File: src/rtl/regfile_arb_pkg.sv
// Shared types for the register-file writeback arbiter: entry layout,
// grant encoding and default widths.
package regfile_arb_pkg;

    localparam int DEFAULT_ADDR_W = 5;
    localparam int DEFAULT_DATA_W = 32;
    localparam int NUM_REGS       = 32;

    typedef enum logic {
        GRANT_A = 1'b0,
        GRANT_B = 1'b1
    } grant_t;

    typedef struct packed {
        logic [DEFAULT_ADDR_W-1:0] rd;
        logic [DEFAULT_DATA_W-1:0] data;
    } wb_entry_t;

endpackage

File: src/rtl/wb_fifo.sv
// In-order writeback buffer for one requester; also exposes which slots hold
// live entries and their destination registers so the top can build busy_mask.
module wb_fifo
    import regfile_arb_pkg::*;
#(
    parameter int DEPTH = 2
) (
    input  logic                                 clock,
    input  logic                                 reset,
    input  logic                                 flush,
    input  logic                                 push,
    input  wb_entry_t                            push_entry,
    input  logic                                 pop,
    output logic                                 full,
    output logic                                 empty,
    output wb_entry_t                            head,
    output logic [DEPTH-1:0]                     entry_valid,
    output logic [DEPTH-1:0][DEFAULT_ADDR_W-1:0] entry_rd
);

    localparam int PTR_W = $clog2(DEPTH);
    localparam int CNT_W = PTR_W + 1;

    wb_entry_t        mem [DEPTH];
    logic [PTR_W-1:0] wr_ptr;
    logic [PTR_W-1:0] rd_ptr;
    logic [CNT_W-1:0] count;

    assign full  = (count == CNT_W'(DEPTH));
    assign empty = (count == '0);
    assign head  = mem[rd_ptr];

    // Slot i is live when its distance from the read pointer (mod DEPTH) is below count.
    always_comb begin
        entry_valid = '0;
        entry_rd    = '0;
        for (int i = 0; i < DEPTH; i++) begin
            entry_valid[i] = CNT_W'(PTR_W'(PTR_W'(i) - rd_ptr)) < count;
            entry_rd[i]    = mem[i].rd;
        end
    end

    always_ff @(posedge clock or negedge reset) begin
        if (!reset) begin
            wr_ptr <= '0;
            rd_ptr <= '0;
            count  <= '0;
        end else if (flush) begin
            wr_ptr <= '0;
            rd_ptr <= '0;
            count  <= '0;
        end else begin
            if (push) begin
                wr_ptr <= wr_ptr + 1'b1;
            end
            if (pop) begin
                rd_ptr <= rd_ptr + 1'b1;
            end
            count <= count + CNT_W'(push) - CNT_W'(pop);
        end
    end

    always_ff @(posedge clock) begin
        if (push && !flush) begin
            mem[wr_ptr] <= push_entry;
        end
    end

endmodule

File: src/rtl/regfile_wb_arbiter.sv
// Round-robin sharing of the register file's single write port between the
// ALU pipe (A) and the load/multi-cycle unit (B), with a busy_mask for decode.
module regfile_wb_arbiter
    import regfile_arb_pkg::*;
#(
    parameter int DEPTH  = 2,
    parameter int DATA_W = DEFAULT_DATA_W,
    parameter int ADDR_W = DEFAULT_ADDR_W
) (
    input  logic                clock,
    input  logic                reset,
    input  logic                flush,
    input  logic                a_valid,
    output logic                a_ready,
    input  logic [ADDR_W-1:0]   a_rd,
    input  logic [DATA_W-1:0]   a_data,
    input  logic                b_valid,
    output logic                b_ready,
    input  logic [ADDR_W-1:0]   b_rd,
    input  logic [DATA_W-1:0]   b_data,
    output logic                wr_en,
    output logic [ADDR_W-1:0]   wr_rd,
    output logic [DATA_W-1:0]   wr_data,
    output logic [NUM_REGS-1:0] busy_mask
);

    // Valid/ready: a transfer happens at posedge when valid && ready. Ready
    // depends only on buffer occupancy and flush, never on valid, so a full
    // buffer stays not-ready even in the cycle it pops.

    wb_entry_t                   a_entry, b_entry;
    wb_entry_t                   a_head, b_head;
    logic                        a_full, b_full, a_empty, b_empty;
    logic                        a_push, b_push, grant_a, grant_b;
    logic [DEPTH-1:0]            a_live, b_live;
    logic [DEPTH-1:0][ADDR_W-1:0] a_live_rd, b_live_rd;

    grant_t                      last_grant, last_grant_next;
    logic                        wr_en_next;
    logic [ADDR_W-1:0]           wr_rd_next;
    logic [DATA_W-1:0]           wr_data_next;

    assign a_ready = !a_full && !flush;
    assign b_ready = !b_full && !flush;

    // Writes to r0 complete the handshake but are dropped before buffering.
    assign a_push = a_valid && a_ready && (a_rd != '0);
    assign b_push = b_valid && b_ready && (b_rd != '0);

    assign a_entry = '{rd: a_rd, data: a_data};
    assign b_entry = '{rd: b_rd, data: b_data};

    wb_fifo #(.DEPTH(DEPTH)) u_fifo_a (
        .clock       (clock),
        .reset       (reset),
        .flush       (flush),
        .push        (a_push),
        .push_entry  (a_entry),
        .pop         (grant_a),
        .full        (a_full),
        .empty       (a_empty),
        .head        (a_head),
        .entry_valid (a_live),
        .entry_rd    (a_live_rd)
    );

    wb_fifo #(.DEPTH(DEPTH)) u_fifo_b (
        .clock       (clock),
        .reset       (reset),
        .flush       (flush),
        .push        (b_push),
        .push_entry  (b_entry),
        .pop         (grant_b),
        .full        (b_full),
        .empty       (b_empty),
        .head        (b_head),
        .entry_valid (b_live),
        .entry_rd    (b_live_rd)
    );

    // Arbitration uses buffer state from before this edge's pushes, so there
    // is never a same-cycle bypass from the inputs to the write port.
    always_comb begin
        grant_a         = 1'b0;
        grant_b         = 1'b0;
        last_grant_next = last_grant;
        wr_en_next      = 1'b0;
        wr_rd_next      = wr_rd;
        wr_data_next    = wr_data;
        if (!flush) begin
            if (!a_empty && (b_empty || last_grant == GRANT_B)) begin
                grant_a = 1'b1;
            end else if (!b_empty) begin
                grant_b = 1'b1;
            end
            if (!a_empty && !b_empty) begin
                last_grant_next = grant_a ? GRANT_A : GRANT_B;
            end
            if (grant_a) begin
                wr_en_next   = 1'b1;
                wr_rd_next   = a_head.rd;
                wr_data_next = a_head.data;
            end else if (grant_b) begin
                wr_en_next   = 1'b1;
                wr_rd_next   = b_head.rd;
                wr_data_next = b_head.data;
            end
        end
    end

    always_ff @(posedge clock or negedge reset) begin
        if (!reset) begin
            last_grant <= GRANT_B;
            wr_en      <= 1'b0;
            wr_rd      <= '0;
            wr_data    <= '0;
        end else begin
            last_grant <= last_grant_next;
            wr_en      <= wr_en_next;
            wr_rd      <= wr_rd_next;
            wr_data    <= wr_data_next;
        end
    end

    always_comb begin
        busy_mask = '0;
        for (int i = 0; i < DEPTH; i++) begin
            if (a_live[i]) begin
                busy_mask[a_live_rd[i]] = 1'b1;
            end
            if (b_live[i]) begin
                busy_mask[b_live_rd[i]] = 1'b1;
            end
        end
        if (wr_en) begin
            busy_mask[wr_rd] = 1'b1;
        end
    end

endmodule

File: config.mk
export PLATFORM = sky130hd
export DESIGN_NAME = regfile_wb_arbiter
export DESIGN_NICKNAME = d
export VERILOG_FILES = /design/src/rtl/regfile_arb_pkg.sv /design/src/rtl/wb_fifo.sv /design/src/rtl/regfile_wb_arbiter.sv
export SDC_FILE = /design/constraint.sdc
export NUM_CORES = 1
export LEC_CHECK = 0
export ABC_CLOCK_PERIOD_IN_PS = 2100
export CAP_MARGIN = 20
export CORE_MARGIN = 8
export CORE_UTILIZATION = 45
export DETAILED_ROUTE_END_ITERATION = 12
export GPL_TIMING_DRIVEN = 0
export PLACE_DENSITY = 0.83
export SLEW_MARGIN = 25
export SYNTH_ARGS = -nofsm -noshare
export SYNTH_HDL_FRONTEND = slang
export SYNTH_SLANG_ARGS = --single-unit
export TNS_END_PERCENT = 10
File: constraint.sdc
create_clock -name clock -period 2.1 [get_ports clock]
set_clock_uncertainty 0.1 [all_clocks]
set_input_delay 0.525 -clock clock [delete_from_list [all_inputs] [get_ports clock]]
set_output_delay 0.525 -clock clock [all_outputs]
set_load 0.1 [all_outputs]
# After elaboration in Yosys (flattened, before gate mapping)

Memories as Yosys holds them, arrays and structs flattened.
Index checks and enable logic that the tools add are counted.

Bits in registers: 47
Memory bits (writable): 148
Input port bits: 79
Output and inout bits: 72
Word-level logic and storage cells: 121
Memories kept: 2

Memories:

| memory       | depth | bits a word | rd ports | clocked after Yosys merged registers in | wr ports | RTL line      | source |
|---|---|---|---|---|---|---|---|
| u_fifo_a.mem | 2     | 37          | 3        | 0                                       | 1        | wb_fifo.sv:24 | `wb_entry_t mem [DEPTH];` |
| u_fifo_b.mem | 2     | 37          | 3        | 0                                       | 1        | wb_fifo.sv:24 |  |

$add $sub $neg: 12
$lt $le $gt $ge: 14
Equal/unequal tests: 2
Mux-type cells: 44
Bitwise gates (word level): 5
Reductions and logical operators: 32

Operators with widths:

| cell                                                              | count |
|---|---|
| 2-to-1 mux 32 bit                                                 | 7 |
| OR 32 bit                                                         | 4 |
| < comparator 5 x 6 -> 1 bit, second input constant                | 5 |
| 2-to-1 mux 1 bit                                                  | 28 |
| demux 1 bit (select 5 bit)                                        | 5 |
| greater-or-equal comparator 5 x 1 -> 1 bit, second input constant | 5 |
| logical AND 1 bit                                                 | 15 |
| 2-to-1 mux 5 bit                                                  | 2 |
| nonzero test 2 bit                                                | 5 |
| nonzero test 5 bit                                                | 2 |
| < comparator 1 x 2 -> 1 bit                                       | 4 |
| logical NOT 1 bit                                                 | 5 |
| adder 1 bit, second input constant                                | 4 |
| adder 2 x 1 -> 2 bit                                              | 2 |
| == test 2 bit, second input constant                              | 2 |
| logical NOT 2 bit                                                 | 2 |
| 2-to-1 mux 2 bit                                                  | 2 |
| AND reduction 2 bit                                               | 2 |
| subtractor 1 bit, first input constant                            | 4 |
| subtractor 2 x 1 -> 2 bit                                         | 2 |
| logical OR 1 bit                                                  | 1 |
| inverter 1 bit                                                    | 1 |

# Depth between registers and ports, before layout

Depth in word-level cells: 13
Gate-level depth with buffers: 12
Gate-level depth less buffers: 9

# Cells and area by module

Synthesis repeated with hierarchy kept, for this count alone.

Cells, all modules: 695
Area, all modules: 9260.1 um^2

Modules (own cells, without submodules):

| module             | instances | cells an instance | area each (um^2) |
|---|---|---|---|
| wb_fifo            | 2         | 146               | 2994.1 |
| regfile_wb_arbiter | 1         | 403               | 3271.9 |

# Worst setup path before layout

No wires, ideal clock.

Path kind: input -> register
Start: input port flush
End: memory u_fifo_a.mem[1][0] in the netlist's numbering, enable pin
Data arrival time: 3.377 ns
Required time: 1.602 ns
Slack: -1.775 ns
Stages on the path: 3
Buffers on the path: 0
Cell sequence: a21oi_1 -> and3_1 -> and2_1

Longest elaborated chain between the ends: 7

Ends and longest elaborated chain:

| item                                     | RTL line                                | source |
|---|---|---|
| start, declared                          | regfile_wb_arbiter.sv:12                | `input logic flush,` |
| logical NOT 1 bit *                      | wb_fifo.sv:64, regfile_wb_arbiter.sv:43 |  |
| logical AND 1 bit                        | regfile_wb_arbiter.sv:43                | `assign a_ready = !a_full && !flush;` |
| logical AND 1 bit (2 in series)          | regfile_wb_arbiter.sv:47                | `assign a_push = a_valid && a_ready && (a_rd != '0);` |
| logical AND 1 bit *                      | wb_fifo.sv:64                           | `if (push && !flush) begin` |
| 2-to-1 mux 1 bit *                       | wb_fifo.sv:64                           |  |
| 2-to-1 mux 1 bit (not written as such) * | wb_fifo.sv:65                           | `mem[wr_ptr] <= push_entry;` |
| end, declared                            | wb_fifo.sv:24                           |  |

Every way passes the cells marked *; elsewhere a longest branch is shown, timed or not.

# Final worst setup path

Start: register u_fifo_a.count[1]
End: output port busy_mask[30]

Longest elaborated chain between the ends: 10
Elaborated cells on any way between the ends: 11
Those cells by class: order compare: 2; mux: 5; bitwise: 4

Ends and longest elaborated chain:

| item                        | RTL line                  | source |
|---|---|---|
| start, declared             | wb_fifo.sv:27             | `logic [CNT_W-1:0] count;` |
| start signal, assigned      | wb_fifo.sv:59             | `count <= count + CNT_W'(push) - CNT_W'(pop);` |
| < comparator 1 x 2 -> 1 bit | wb_fifo.sv:38             | `entry_valid[i] = CNT_W'(PTR_W'(PTR_W'(i) - rd_ptr)) < count;` |
| 2-to-1 mux 32 bit           | regfile_wb_arbiter.sv:128 | `if (a_live[i]) begin` |
| OR 32 bit (no line)         | n/a                       |  |
| 2-to-1 mux 32 bit           | regfile_wb_arbiter.sv:131 | `if (b_live[i]) begin` |
| OR 32 bit (no line)         | n/a                       |  |
| 2-to-1 mux 32 bit *         | regfile_wb_arbiter.sv:128 |  |
| OR 32 bit (no line)         | n/a                       |  |
| 2-to-1 mux 32 bit *         | regfile_wb_arbiter.sv:131 |  |
| OR 32 bit (no line)         | n/a                       |  |
| 2-to-1 mux 32 bit *         | regfile_wb_arbiter.sv:135 | `if (wr_en) begin` |
| end, declared               | regfile_wb_arbiter.sv:24  | `output logic [NUM_REGS-1:0] busy_mask` |

Marks and branches as above.

==> impl_metrics.json <==
{
  "crit_top_cell": "buf_12",
  "peakVddDrop_v": 0.00117,
  "initialDrtViolationCount": 516,
  "ys_ff_latch": 195,
  "grt_pass1_wl_um": 41600,
  "hold_path.class": "in -> async",
  "grt_use_total_pct": 22.1,
  "vias": 7311,
  "async_reset_ff_share_pct": 24.1,
  "ys_warn_count": 0,
  "tns_ns": -23.71,
  "path_buf_inv": 3,
  "io-pin-count": 151,
  "first_pass_iters": 7,
  "syn_inst": 722,
  "endpoint_kind": "primary output",
  "yosysTopAreaCellShare_pct": 49.3,
  "hold_violations": 0,
  "fin_cells": 1238,
  "postSynthAreaPerCell_um2": 12.5,
  "post_drt_wl_per_cell_um": 22.6,
  "antenna_cells": 0,
  "synthAdderAreaFrac_pct": 0.555,
  "m1WireLength_um": 10700,
  "drive_above_1_share_pct": 31.3,
  "std_cell_rows": 51,
  "setup_viol": 55,
  "antenna_found_initial": 2,
  "clockRootBuffer": "clkbuf_16",
  "synth_simple_gate_area_share_pct": 14.9,
  "postLayoutCellArea_mm2": 0.0126,
  "fin_crit_sh_pct": 134,
  "yosysTopAreaCell": "edfxtp_1",
  "area_growth_pct": 39.7,
  "yosysMostFrequentCell": "edfxtp_1",
  "die-area_mm2": 0.0248,
  "rsz0062_at_grt": "yes",
  "synth-compound-area-share_pct": 18.3,
  "drv_cap": 0,
  "clock_latency_ns": 0.42,
  "synthMuxAreaShare_pct": 0,
  "cts_tree": "done",
  "relSlewSlack_pct": 54.8,
  "highest_layer": "met5",
  "dieWidth_um": 158,
  "crit_fanout": 8,
  "io_buffer_count": 150,
  "start_util_pct": 46.0,
  "hpwl_um": 19000,
  "avgViaCountPerCell": 5.91,
  "drc": 0,
  "cp_cell_sequence": "buf_12 > buf_4 > o21ai_4 > o22ai_2 > or3_4 > buf_12",
  "crit_arrival_ns": 2.20,
  "coreArea_mm2": 0.0196,
  "seq_area_frac_synth_pct": 62.4,
  "grt_max_degree": 48,
  "synthesis.nets": 805,
  "slew_viol_final": 0,
  "cp-start-kind": "register",
  "max_stage_delay_ns": 0.42,
  "power_density_mw_per_mm2": 1350,
  "ys.flop_type": "edfxtp_1",
  "fill_cells": 1446,
  "dpl_cell_area_mm2": 0.0110,
  "clkTransAtPathRegs_ns": 0.07,
  "crit_family": "compound AO/OA/AOI/OAI gates",
  "tightest_slew_ns": 0.679,
  "yosys.area_share.xor_xnor_pct": 0.680,
  "drt.antenna.violating_nets": 0,
  "nets": 1043,
  "min_period_ns": 2.82,
  "grt_overflow": 0,
  "numClockSinks": 195,
  "worstSetupPathType": "reg -> out",
  "violations": "setup timing",
  "cp.required_ns": 1.47,
  "dr_wl_met2_um": 13800,
  "synth_top_family_by_area": "compound AO/OA/AOI/OAI gates",
  "dp.cells": 1140,
  "wl_um": 28000,
  "netlist_top_cells_area": "edfxtp_1 49%, dfrtp_1 13%, a211oi_1 6.2%",
  "critPathSlowestCell": "or3_4",
  "cellLeakagePower_uw": 0.00470,
  "synth_area_mm2": 0.00901,
  "wl_met3_um": 2490,
  "synth_edf_count": 148,
  "die_h_um": 158,
  "clock_path_buffers": 2,
  "outcome": "finished, violations left",
  "htree_levels": 4,
  "max_freq_mhz": 355,
  "cts_buffers": 17,
  "first_global_vias": 7393,
  "synth_common_cells": "148 x edfxtp_1, 82 x nor2b_1, 74 x a211oi_1",
  "fin_ws_ns": -0.720,
  "synth.distinct_cells": 57,
  "place.gp.congestion": 0.923
}
worst paths after layout:
kind | startpoint | cells after the start | endpoint | slack [ns]
min in group clock | wr_data[9] | 2 | wr_data[9] | 0.38
max | u_fifo_a.count[1] | 6 | busy_mask[30] | -0.72
min | reset | 1 | wr_data[22] | 0.04
max reg2reg | u_fifo_b.count[1] | 15 | u_fifo_a.count[1] | -0.34
max in group asynchronous | reset | 1 | wr_rd[4] | 1.36
min reg2reg | wr_data[9] | 2 | wr_data[9] | 0.38
routing by layer:
metal / vias up / global-route usage [%]
li1: 3268 / -
met1: 3544 / 26.4
met2: 418 / 37.5
met3: 77 / 5.68
met4: 4 / 9.25
met5: - / 0
per-stage QoR:
| stage | util (%) | hold slack (ns) | total power [uW] | setup WS, ns |
|---|---|---|---|---|
| finish | 64.3 | 0.0443 | 17100 | -0.720 |
| global route | 64.3 | 0.0721 | 17700 | -0.756 |
| CTS | 62.5 | 0.0513 | 16800 | -0.677 |
| detailed placement | 56.0 | 0.366 | 13300 | -1.42 |
| global placement | 55.6 | 0.365 | 13100 | -1.66 |
| floorplan | - | 0.129 | 11000 | -0.921 |
sequential cells by signal, summed over array words and instances (netlist names):
signal	cells
u_fifo_b.mem	74
wr_rd	5
wr_data	32
u_fifo_b.count	2
u_fifo_b.wr_ptr	1
last_grant	1
u_fifo_a.count	2
u_fifo_a.mem	74
u_fifo_a.wr_ptr	1
u_fifo_a.rd_ptr	1
u_fifo_b.rd_ptr	1
wr_en	1
cells by family (layout without fill, tap and decap cells):
family / Yosys count / count (layout)
flops: 195 / 195
buf+inv: 61 / 312
simple gates: 236 / 236
compound gates: 219 / 219
xor+xnor: 7 / 7
fa+ha+maj: 4 / 4
cells in the final DEF (no fill, tap or decap), types with 7 or more instances in the layout:
cell             netlist  final
edfxtp_1             148    148
clkbuf_1              24      9
buf_12                 0     21
nor2_1                25     23
clkbuf_16              0     17
nand2_1               52     50
o22ai_1               32     25
nand3_1                8      7
o211ai_1               9      9
o21ai_4                1      7
buf_4                  5     57
o31ai_1               37     37
nor2b_1               82     79
o22ai_2                0      7
dfrtp_1               46     36
a211oi_1              74     68
clkbuf_2               1     44
buf_6                  4     37
buf_2                 14     17
dfrtp_2                0     10
nand3b_1              14     14
clkdlybuf4s50_1        0     76
a211o_1               15     15
o22a_1                 7      7
inv_1                 11      9
timing repair:
| action | in CTS | in global routing |
|---|---|---|
| hold buffers | 0 | 0 |
| pin swaps | 28 | 38 |
| setup endpoints to repair | 187 | 236 |
| gates resized for setup | 319 | 163 |
| setup buffers | 43 | 34 |
report_power, final:
group          internal [uW]  switching (uW)
logic                   2510            6290
registers               4790             473
clock network           1570            1420
total                   8870            8190
layout make-up:
cell class	instances	area [um2]	share of cell area (%)
multi-input combinational	466	3520	27.9
clock inverter	13	100	0.795
inverter	11	48.8	0.388
clock buffer	19	443	3.52
sequential	195	5630	44.7
buffer	42	279	2.22
timing repair buffer	227	2240	17.8
tap	265	332	2.63
No activity file was read; power rests on OpenSTA's default activity.
==> edit: new RTL, config.mk and constraints unchanged <==
The package constant `DEFAULT_ADDR_W` goes from 5 to 6.
--- a/src/rtl/regfile_arb_pkg.sv
+++ b/src/rtl/regfile_arb_pkg.sv
@@ -3,5 +3,5 @@
 package regfile_arb_pkg;
 
-    localparam int DEFAULT_ADDR_W = 5;
+    localparam int DEFAULT_ADDR_W = 6;
     localparam int DEFAULT_DATA_W = 32;
     localparam int NUM_REGS       = 32;
Interface: changed (resized a_rd, b_rd and wr_rd); port bits go from 151 to 154. No check against the original RTL was run, so the function may have changed too.
==> edit against the original RTL <==
  * The flow still finishes with violations (negative setup slack)
  * Global-route usage is 0.17 points higher
  * First-iteration DRC count is 30% higher
  * Setup slack worse by 140 ps
  * Power is 0.37% lower
  * Cell area is 1.8% higher
  * Highest routed layer is now met4
  * Synthesized cell count is 6.2% higher
  * Routed wire length is 5.6% higher
  * Synthesized area is 3.6% higher
  * Sequential cell count is 5 higher
  * Critical endpoint is now busy_mask[15]
==> edit: results <==
metrics = {
    "run_status": {
        "status": "finished, violations left",
        "violations": "negative setup slack",
    },
    "global_route": {
        "grt_max_degree": 49,
        "grt_usage_pct": 22.3,
        "first_global_vias": 7935,
        "antenna_found_initial": 0,
        "grt_pass1_wl_um": 44600,
    },
    "worst_setup_path": {
        "cp-startpoint": "u_fifo_a.count[0]$_DFF_PN0_",
        "r2r_end": "u_fifo_b.count[1]$_DFF_PN0_",
        "crit_end": "busy_mask[15]",
        "slowest_stage": "dfrtp_2",
        "slowest_delay_ps": 480,
    },
    "logic_synthesis": {
        "synth_edf_count": 152,
        "yosys-top-cells-area": "edfxtp_1, dfrtp_1, a211oi_1",
        "ys_top_cells_by_count": "edfxtp_1, a211oi_1, nor2b_1",
        "ys_seq_area_share_pct": 61.7,
        "netlist_instances": 767,
        "async_flop_share_pct": 24.0,
        "synth.distinct_cells": 60,
        "syn_nets": 852,
    },
    "detailed_routing": {
        "routed-via-count": 7646,
        "drtIter0Drc": 671,
        "avgRoutedWirePerCell_um": 23.5,
        "drtPass1Iterations": 8,
    },
    "placement": {
        "place.gp.congestion": 0.974,
        "io_buffers": 153,
        "hpwl_um": 20200,
        "place_ws_ps": -1700,
        "postPlaceCellArea_um2": 11300,
        "place_inst": 1193,
    },
    "layout": {
        "nNetsFinal": 1060,
        "top_regs": "u_fifo_a.mem x76, u_fifo_b.mem x76, wr_data x32",
        "drive_above_1_share_pct": 27.0,
    },
    "timing": {
        "final.setup.worst_slack_ps": -865,
        "whs_ps": 27.2,
        "setup_viol": 37,
        "setup_tns_ps": -24290,
    },
    "pwr": {
        "vdd_drop_max_v": 0.00118,
        "p_sw_share_pct": 46.9,
        "p_leak_nw": 4.54,
    },
    "clocking": {
        "clk_latency_ps": 440,
        "ctsResizeCount": 442,
    },
}
[edit: worst register-to-register path: stages, from the launching register on]
cell and delay [ps]:
dfrtp_1 380, buf_6 150, buf_4 150, nor2_4 160, o21a_1 200, buf_6 180
nor3_2 50, ha_1 290, inv_1 40, ha_1 200, xor2_1 170, xnor2_1 130
nor2_1 60
[edit: power groups by stage]
| stage | registers, mW | logic [mW] | clock network [mW] |
|---|---|---|---|
| after detailed placement | 5.39 | 7.87 | 0 |
| after floorplan | 7.91 | 3.04 | 0 |
| after CTS | 5.35 | 8.21 | 3.15 |
| after global routing | 5.45 | 8.88 | 3.29 |
| final | 5.39 | 8.48 | 3.13 |
| after global placement | 5.39 | 7.65 | 0 |
[edit: layer usage]
| metal | share of wire, % | routed length [um] | global-route usage (%) |
|---|---|---|---|
| met1 | 38 | 11400 | 26.2 |
| met2 | 50 | 14700 | 38.2 |
| met3 | 8.5 | 2510 | 5.96 |
| met4 | 3.4 | 1000 | 9.09 |
| met5 | 0 | 0 | 0 |
[edit: cell type report]
cell class / count / area (um2)
sequential: 200 / 5780
tap: 270 / 338
multi-input combinational: 499 / 3730
clock inverter: 10 / 92.6
buffer: 52 / 333
clock buffer: 22 / 464
inverter: 15 / 56.3
fill: 1532 / 7480
timing repair buffer: 190 / 2030
[edit: cells by family (layout without fill, tap and decap cells)]
| logic type | after synthesis | in the layout | synth area share, % |
|---|---|---|---|
| flops | 200 | 200 | 61.7 |
| simple gates | 282 | 282 | 16.9 |
| compound gates | 205 | 206 | 17.0 |
| buf+inv | 69 | 289 | 3.19 |
| xor+xnor | 7 | 7 | 0.656 |
| fa+ha+maj | 4 | 4 | 0.536 |
